<file path="config.mk">
export PLATFORM = sky130hd
export DESIGN_NAME = gpio_serial_loader_flat
export DESIGN_NICKNAME = d
export VERILOG_FILES = /design/src/rtl/gpio_cfg_pkg.sv /design/src/rtl/gpio_serial_loader_if.sv /design/src/rtl/gpio_serial_tick.sv /design/src/rtl/gpio_serial_loader.sv /design/src/flat_wrapper.sv
export SDC_FILE = /design/constraint.sdc
export NUM_CORES = 1
export LEC_CHECK = 0
export ABC_CLOCK_PERIOD_IN_PS = 2900
export BUFFER_PORTS_ARGS = -buffer_cell sky130_fd_sc_hd__buf_2
export CAP_MARGIN = 20
export CORE_UTILIZATION = 56
export DETAILED_ROUTE_END_ITERATION = 6
export GPL_TIMING_DRIVEN = 0
export HOLD_SLACK_MARGIN = 0.15
export PLACE_DENSITY = 0.84
export SLEW_MARGIN = 20
export SYNTH_ARGS = -nofsm -noshare
export SYNTH_HDL_FRONTEND = slang
export SYNTH_SLANG_ARGS = --single-unit
export TNS_END_PERCENT = 10
</file>
<file path="constraint.sdc">
create_clock -name wb_clk_i -period 2.9 [get_ports wb_clk_i]
set_input_delay 0.29 -clock wb_clk_i [delete_from_list [all_inputs] [get_ports wb_clk_i]]
set_output_delay 0.29 -clock wb_clk_i [all_outputs]
set_load 0.02 [all_outputs]
</file>
<file path="src/rtl/gpio_cfg_pkg.sv">
// Shared pad-configuration constants and the serial loader state encoding.
// Bit offsets must stay in step with the gpio_control_block word layout.
package gpio_cfg_pkg;
   localparam int PAD_CTRL_BITS_DFLT = 13;

   localparam int MGMT_EN_OFS = 0;
   localparam int OEB_OFS     = 1;
   localparam int HLDH_OFS    = 2;
   localparam int INP_DIS_OFS = 3;
   localparam int MOD_SEL_OFS = 4;
   localparam int AN_EN_OFS   = 5;
   localparam int AN_SEL_OFS  = 6;
   localparam int AN_POL_OFS  = 7;
   localparam int SLOW_OFS    = 8;
   localparam int VTRIP_OFS   = 9;
   localparam int DM_OFS      = 10;
   localparam int DM_BITS     = 3;

   typedef enum logic [2:0] {
      ST_IDLE,
      ST_FETCH,
      ST_LOW,
      ST_HIGH,
      ST_LOAD,
      ST_LOADEND
   } loader_state_e;
endpackage

</file>
<file path="src/rtl/gpio_serial_loader_if.sv">
// Register-file fetch port, start/status handshake and serial chain head signals.
interface gpio_serial_loader_if #(
   parameter int NUM_GPIO      = 19,
   parameter int PAD_CTRL_BITS = 13
);
   localparam int IDX_W = (NUM_GPIO > 1) ? $clog2(NUM_GPIO) : 1;

   logic                     start;
   logic [IDX_W-1:0]         cfg_idx;
   logic [PAD_CTRL_BITS-1:0] cfg_data;
   logic                     serial_clock;
   logic                     serial_load;
   logic                     serial_data;
   logic                     busy;
   logic                     done;

   modport master (
      input  start, cfg_data,
      output cfg_idx, serial_clock, serial_load, serial_data, busy, done
   );

   modport slave (
      output start, cfg_data,
      input  cfg_idx, serial_clock, serial_load, serial_data, busy, done
   );
endinterface

</file>
<file path="src/rtl/gpio_serial_tick.sv">
// Phase divider: counts 0..CLK_DIV-1 and flags the last cycle of a phase.
module gpio_serial_tick #(
   parameter int CLK_DIV = 2
) (
   input  logic clk,
   input  logic rst_n,
   input  logic clear,
   output logic phase_last
);
   localparam int CW = (CLK_DIV > 1) ? $clog2(CLK_DIV) : 1;
   localparam logic [CW-1:0] CNT_LAST = CW'(CLK_DIV - 1);

   logic [CW-1:0] cnt;

   always_ff @(posedge clk or negedge rst_n) begin
      if (!rst_n)                   cnt <= '0;
      else if (clear || phase_last) cnt <= '0;
      else                          cnt <= cnt + CW'(1);
   end

   assign phase_last = (cnt == CNT_LAST);
endmodule

</file>
<file path="src/rtl/gpio_serial_loader.sv">
// Shifts one config word per GPIO into the daisy chain (farthest block first,
// MSB first), then strobes serial_load so every block latches together.
module gpio_serial_loader
   import gpio_cfg_pkg::*;
#(
   parameter int PAD_CTRL_BITS = PAD_CTRL_BITS_DFLT,
   parameter int NUM_GPIO      = 19,
   parameter int CLK_DIV       = 2
) (
   input  logic               wb_clk_i,
   input  logic               wb_rstn_i,
   gpio_serial_loader_if.master bus
);
   localparam int IDX_W = (NUM_GPIO > 1) ? $clog2(NUM_GPIO) : 1;
   localparam int CNT_W = (PAD_CTRL_BITS > 1) ? $clog2(PAD_CTRL_BITS) : 1;
   localparam logic [IDX_W-1:0] IDX_LAST = IDX_W'(NUM_GPIO - 1);
   localparam logic [CNT_W-1:0] BIT_LAST = CNT_W'(PAD_CTRL_BITS - 1);

   loader_state_e            state, state_d;
   logic [IDX_W-1:0]         idx, idx_d;
   logic [CNT_W-1:0]         bit_cnt, bit_cnt_d;
   logic [PAD_CTRL_BITS-1:0] shreg, shreg_d;
   logic                     phase_last, done_d;

   gpio_serial_tick #(.CLK_DIV(CLK_DIV)) u_tick (
      .clk        (wb_clk_i),
      .rst_n      (wb_rstn_i),
      .clear      (state_d != state),
      .phase_last (phase_last)
   );

   // A start coinciding with done is dropped: the sequence is not yet considered idle.
   always_comb begin
      state_d   = state;
      idx_d     = idx;
      bit_cnt_d = bit_cnt;
      shreg_d   = shreg;
      done_d    = 1'b0;
      unique case (state)
         ST_IDLE:
            if (bus.start && !bus.done) begin
               state_d   = ST_FETCH;
               idx_d     = IDX_LAST;
               bit_cnt_d = BIT_LAST;
            end
         ST_FETCH: begin
            shreg_d = bus.cfg_data;
            state_d = ST_LOW;
         end
         ST_LOW:
            if (phase_last) state_d = ST_HIGH;
         ST_HIGH:
            if (phase_last) begin
               if (bit_cnt != '0) begin
                  shreg_d   = shreg << 1;
                  bit_cnt_d = bit_cnt - CNT_W'(1);
                  state_d   = ST_LOW;
               end else if (idx != '0) begin
                  idx_d     = idx - IDX_W'(1);
                  bit_cnt_d = BIT_LAST;
                  state_d   = ST_FETCH;
               end else begin
                  state_d   = ST_LOAD;
               end
            end
         ST_LOAD:
            if (phase_last) state_d = ST_LOADEND;
         ST_LOADEND:
            if (phase_last) begin
               state_d = ST_IDLE;
               done_d  = 1'b1;
            end
         default: state_d = ST_IDLE;
      endcase
   end

   // Outputs are decoded from next-state so every chain-facing pin is a flop.
   always_ff @(posedge wb_clk_i or negedge wb_rstn_i) begin
      if (!wb_rstn_i) begin
         state            <= ST_IDLE;
         idx              <= '0;
         bit_cnt          <= '0;
         shreg            <= '0;
         bus.serial_clock <= 1'b0;
         bus.serial_load  <= 1'b0;
         bus.serial_data  <= 1'b0;
         bus.busy         <= 1'b0;
         bus.done         <= 1'b0;
      end else begin
         state            <= state_d;
         idx              <= idx_d;
         bit_cnt          <= bit_cnt_d;
         shreg            <= shreg_d;
         bus.serial_clock <= (state_d == ST_HIGH);
         bus.serial_load  <= (state_d == ST_LOAD);
         bus.serial_data  <= (state_d == ST_LOW || state_d == ST_HIGH) ?
                             shreg_d[PAD_CTRL_BITS-1] : 1'b0;
         bus.busy         <= (state_d != ST_IDLE);
         bus.done         <= done_d;
      end
   end

   assign bus.cfg_idx = idx;
endmodule

</file>
<file path="src/flat_wrapper.sv">
// flat-port wrapper written by rule: the top's interface ports become plain ports
module gpio_serial_loader_flat import gpio_cfg_pkg::*;
#(
   parameter int PAD_CTRL_BITS = PAD_CTRL_BITS_DFLT,
   parameter int NUM_GPIO      = 19,
   parameter int CLK_DIV       = 2
)
  (wb_clk_i, wb_rstn_i, bus_start, bus_cfg_data, bus_cfg_idx, bus_serial_clock, bus_serial_load, bus_serial_data, bus_busy, bus_done);
  gpio_serial_loader_if #(.NUM_GPIO(NUM_GPIO), .PAD_CTRL_BITS(PAD_CTRL_BITS)) bus_i ();
  input  logic wb_clk_i;
  input  logic wb_rstn_i;
  input wire logic [$bits(bus_i.start)-1:0] bus_start;
  input wire logic [$bits(bus_i.cfg_data)-1:0] bus_cfg_data;
  output wire logic [$bits(bus_i.cfg_idx)-1:0] bus_cfg_idx;
  output wire logic [$bits(bus_i.serial_clock)-1:0] bus_serial_clock;
  output wire logic [$bits(bus_i.serial_load)-1:0] bus_serial_load;
  output wire logic [$bits(bus_i.serial_data)-1:0] bus_serial_data;
  output wire logic [$bits(bus_i.busy)-1:0] bus_busy;
  output wire logic [$bits(bus_i.done)-1:0] bus_done;
  assign bus_i.start = bus_start;
  assign bus_i.cfg_data = bus_cfg_data;
  assign bus_cfg_idx = bus_i.cfg_idx;
  assign bus_serial_clock = bus_i.serial_clock;
  assign bus_serial_load = bus_i.serial_load;
  assign bus_serial_data = bus_i.serial_data;
  assign bus_busy = bus_i.busy;
  assign bus_done = bus_i.done;
  gpio_serial_loader #(.PAD_CTRL_BITS(PAD_CTRL_BITS), .NUM_GPIO(NUM_GPIO), .CLK_DIV(CLK_DIV)) u_core (.wb_clk_i(wb_clk_i), .wb_rstn_i(wb_rstn_i), .bus(bus_i));
endmodule
</file>
==> metrics.txt <==
status=completed; Clock Power Share=37.4%; sequential power share=57.8%; Synth warnings=0; R2R setup slack=0.84 ns; clock sink count=31; HP Start=bus_cfg_data[0]; clk slew on worst S/H paths=0.10 ns; post-synth top area share=50.16%; Post-Syn Instances=158; wire per inst=14.73 um; Hold WS=0.2235 ns; Setup Skew=0.01098 ns; All-Layer GR Usage=24.85%; R2R depth=8; WS Path Type=reg -> reg; Pre-Repair DR Iteration Count=4; DR DRC count=0; Worst-Skew Late Latency=0.33 ns; Yosys reg bits=31; die span in y=54.55 um; worst slew pin tran=0.6710 ns; Yosys cell types=41; Vias/cell=6.122; initial antenna violation count=0; clock tree from TritonCTS=built; FF-to-FF End=u_core.shreg[11]; cell taking the most area after synthesis=dfrtp_1; fmax=485.7 MHz; Iteration-0 DRC Markers=19; Slew Limit Fails=0; final hold vios=0; Core ar.=2545 sq um; Slew HR=55.27%; most frequent cell after synthesis=dfrtp_1; GRT overflow=0; via count=1359; Clock Path Buffers=2; share of cells above drive strength 1=23.44%; register area share after synthesis=50.16%; Switching Share=23.09%; LEAKAGE=0.8289 nW; RSZ-0062 raised after global routing=no; Synth Flop Type=dfrtp_1; vias in the first global route=1223; Critical Path RT=3.09 ns; initial core utilization=60.77%; first-pass GRT wire length=5.209 mm; Min Clock Period, post-route=2.059 ns; number of buffers created by CTS=5; crit path max fanout=10; Pint=602.2 uW; WP data arrival=2.25 ns; global placer's final weighted congestion=0.7854; total power=783.1 uW; Mapped Area=1546 sq um; PortBufs=25; cts hold-fix bufs=1; number of flops mapped to enable cells by yosys=0; Rows=18; setup tns final=0 ns; Synth area leaders=dfrtp_1 50%, o22ai_1 9.7%, a21oi_1 5.2%; Cell Pwr Density=437.0 nW/um^2; Syn Nets=177; period utilization=71.00%; Worst setup EP type=register; class of the worst hold path=in -> reg; H-Tree Depth=2; nets=210; Root Driver=clkbuf_4; CTS resizes=0; MaxCap Viol Count=0; final wirelength=3.269 mm; Area Overhead vs Synth=15.86%; combinational share of power=4.8%; startpoint types=register; postcts setup bufs=0; Ports=26; pin count of the biggest net entering global routing=32; Max IR drop VDD=0.3598 mV; sw power=180.8 uW; top cells by count, synth=31 x dfrtp_1, 24 x o22ai_1, 16 x a21oi_1; syn_area_per_cell=9.788 sq um; Detail Route Antenna Nets=0; placed wire-length estimate=2.332 mm; Worst R2R Start=u_core.bit_cnt[0]; Hold Path Stages=2; ys async rst share=100.0%; n_diodes=0; final setup violation count=0; DIE AREA=2976 sq um; chip width=54.55 um; hold path endpoint=u_core.shreg[0]
## registers in the layout, indices dropped and copies added, names as in the netlist
| register | count |
|---|---|
| u_core.bus.serial_data | 1 |
| u_core.state | 3 |
| u_core.bus.serial_load | 1 |
| u_core.u_tick.phase_last | 1 |
| u_core.bus.serial_clock | 1 |
| u_core.bus.done | 1 |
| u_core.bus.cfg_idx | 5 |
| u_core.bus.busy | 1 |
| u_core.shreg | 13 |
| u_core.bit_cnt | 4 |
## worst max path at each step
stage	start	to	slack [ns]	depth (start not counted)
6_report	u_core.bit_cnt[0]	u_core.shreg[11]	0.84	8
5_1_grt	u_core.bit_cnt[0]	u_core.shreg[2]	0.74	8
4_1_cts	u_core.bit_cnt[0]	u_core.shreg[11]	0.86	8
3_5_place_dp	u_core.bit_cnt[0]	u_core.shreg[11]	0.87	8
3_3_place_gp	u_core.bit_cnt[0]	u_core.shreg[11]	0.92	8
2_1_floorplan	u_core.bus.cfg_idx[0]	u_core.bus.busy	1.08	7
## per-stage QoR
| stage | cell area [sq um] | instances | util (%) | setup slack, ns |
|---|---|---|---|---|
| 6_report | 1792 | 222 | 70.40 | 0.8410 |
| 5_1_grt | 1792 | 222 | 70.40 | 0.7393 |
| 4_1_cts | 1792 | 222 | 70.40 | 0.8637 |
| 3_5_place_dp | 1709 | 213 | 67.16 | 0.8691 |
| 3_3_place_gp | 1709 | 213 | 67.16 | 0.9174 |
| 2_1_floorplan | 1546 | 158 | - | 1.083 |
## power groups by stage
stage,clock [mW],combinational (mW),sequential [mW]
2_1_floorplan,0,0.0121,0.461
4_1_cts,0.298,0.0381,0.453
6_report,0.293,0.0372,0.453
3_5_place_dp,0,0.0368,0.461
5_1_grt,0.313,0.0425,0.454
3_3_place_gp,0,0.0358,0.460
## area by class of cell
class                           count  area (sq um)
Sequential cell                    31         775.7
Fill cell                         192         753.2
Multi-Input combinational cell    105         681.9
Timing Repair Buffer               26         135.1
Clock buffer                        7         65.06
Buffer                             12         51.30
Inverter                           10         37.54
Tap cell                           30         37.54
Clock inverter                      1         7.507
## critical path, cell delays in order (launching register included)
cell and delay (ns):
dfrtp_1 0.41, inv_1 0.06, ha_1 0.20, or3b_1 0.36, buf_2 0.16, and2_1 0.20, clkbuf_1 0.23, o22ai_1 0.22
a21oi_1 0.09
## layout by cell type (no fill, tap or decap), types with 2 or more instances in the layout
master,synthesis,final
dfrtp_1,31,31
buf_2,5,30
o22ai_1,24,24
a21oi_1,16,16
inv_1,9,9
nand2_1,9,9
clkbuf_1,6,6
nor2_1,6,6
clkbuf_4,0,5
nand3_1,4,4
nor2b_1,3,3
a31oi_1,3,3
or3_1,3,3
o21ai_1,3,3
nand4_1,3,3
ha_1,3,3
xor2_1,2,2
nand2b_1,2,2
o21ai_0,2,2
a21o_1,2,2
clkbuf_8,0,2
## logic make-up (layout without fill, tap and decap cells)
kind of cell,Yosys count,after routing,synth area share (%)
buffers and inverters,22,56,5.743
flip-flops,31,31,50.16
AND/OR/NAND/NOR,41,41,15.86
adder cells (fa/ha/maj),3,3,2.427
AO/OA/AOI/OAI,59,59,24.68
XOR/XNOR,2,2,1.133
## per-layer routing
metal | up-vias | part of all wire [%] | global-route usage, %
met5 | - | 0 | 0
met4 | 0 | 1.1 | 11.54
met3 | 5 | 3.9 | 5.556
met2 | 33 | 49 | 39.43
met1 | 668 | 46 | 32.04
li1 | 653 | - | -
Power figures use the tool's default switching activity.
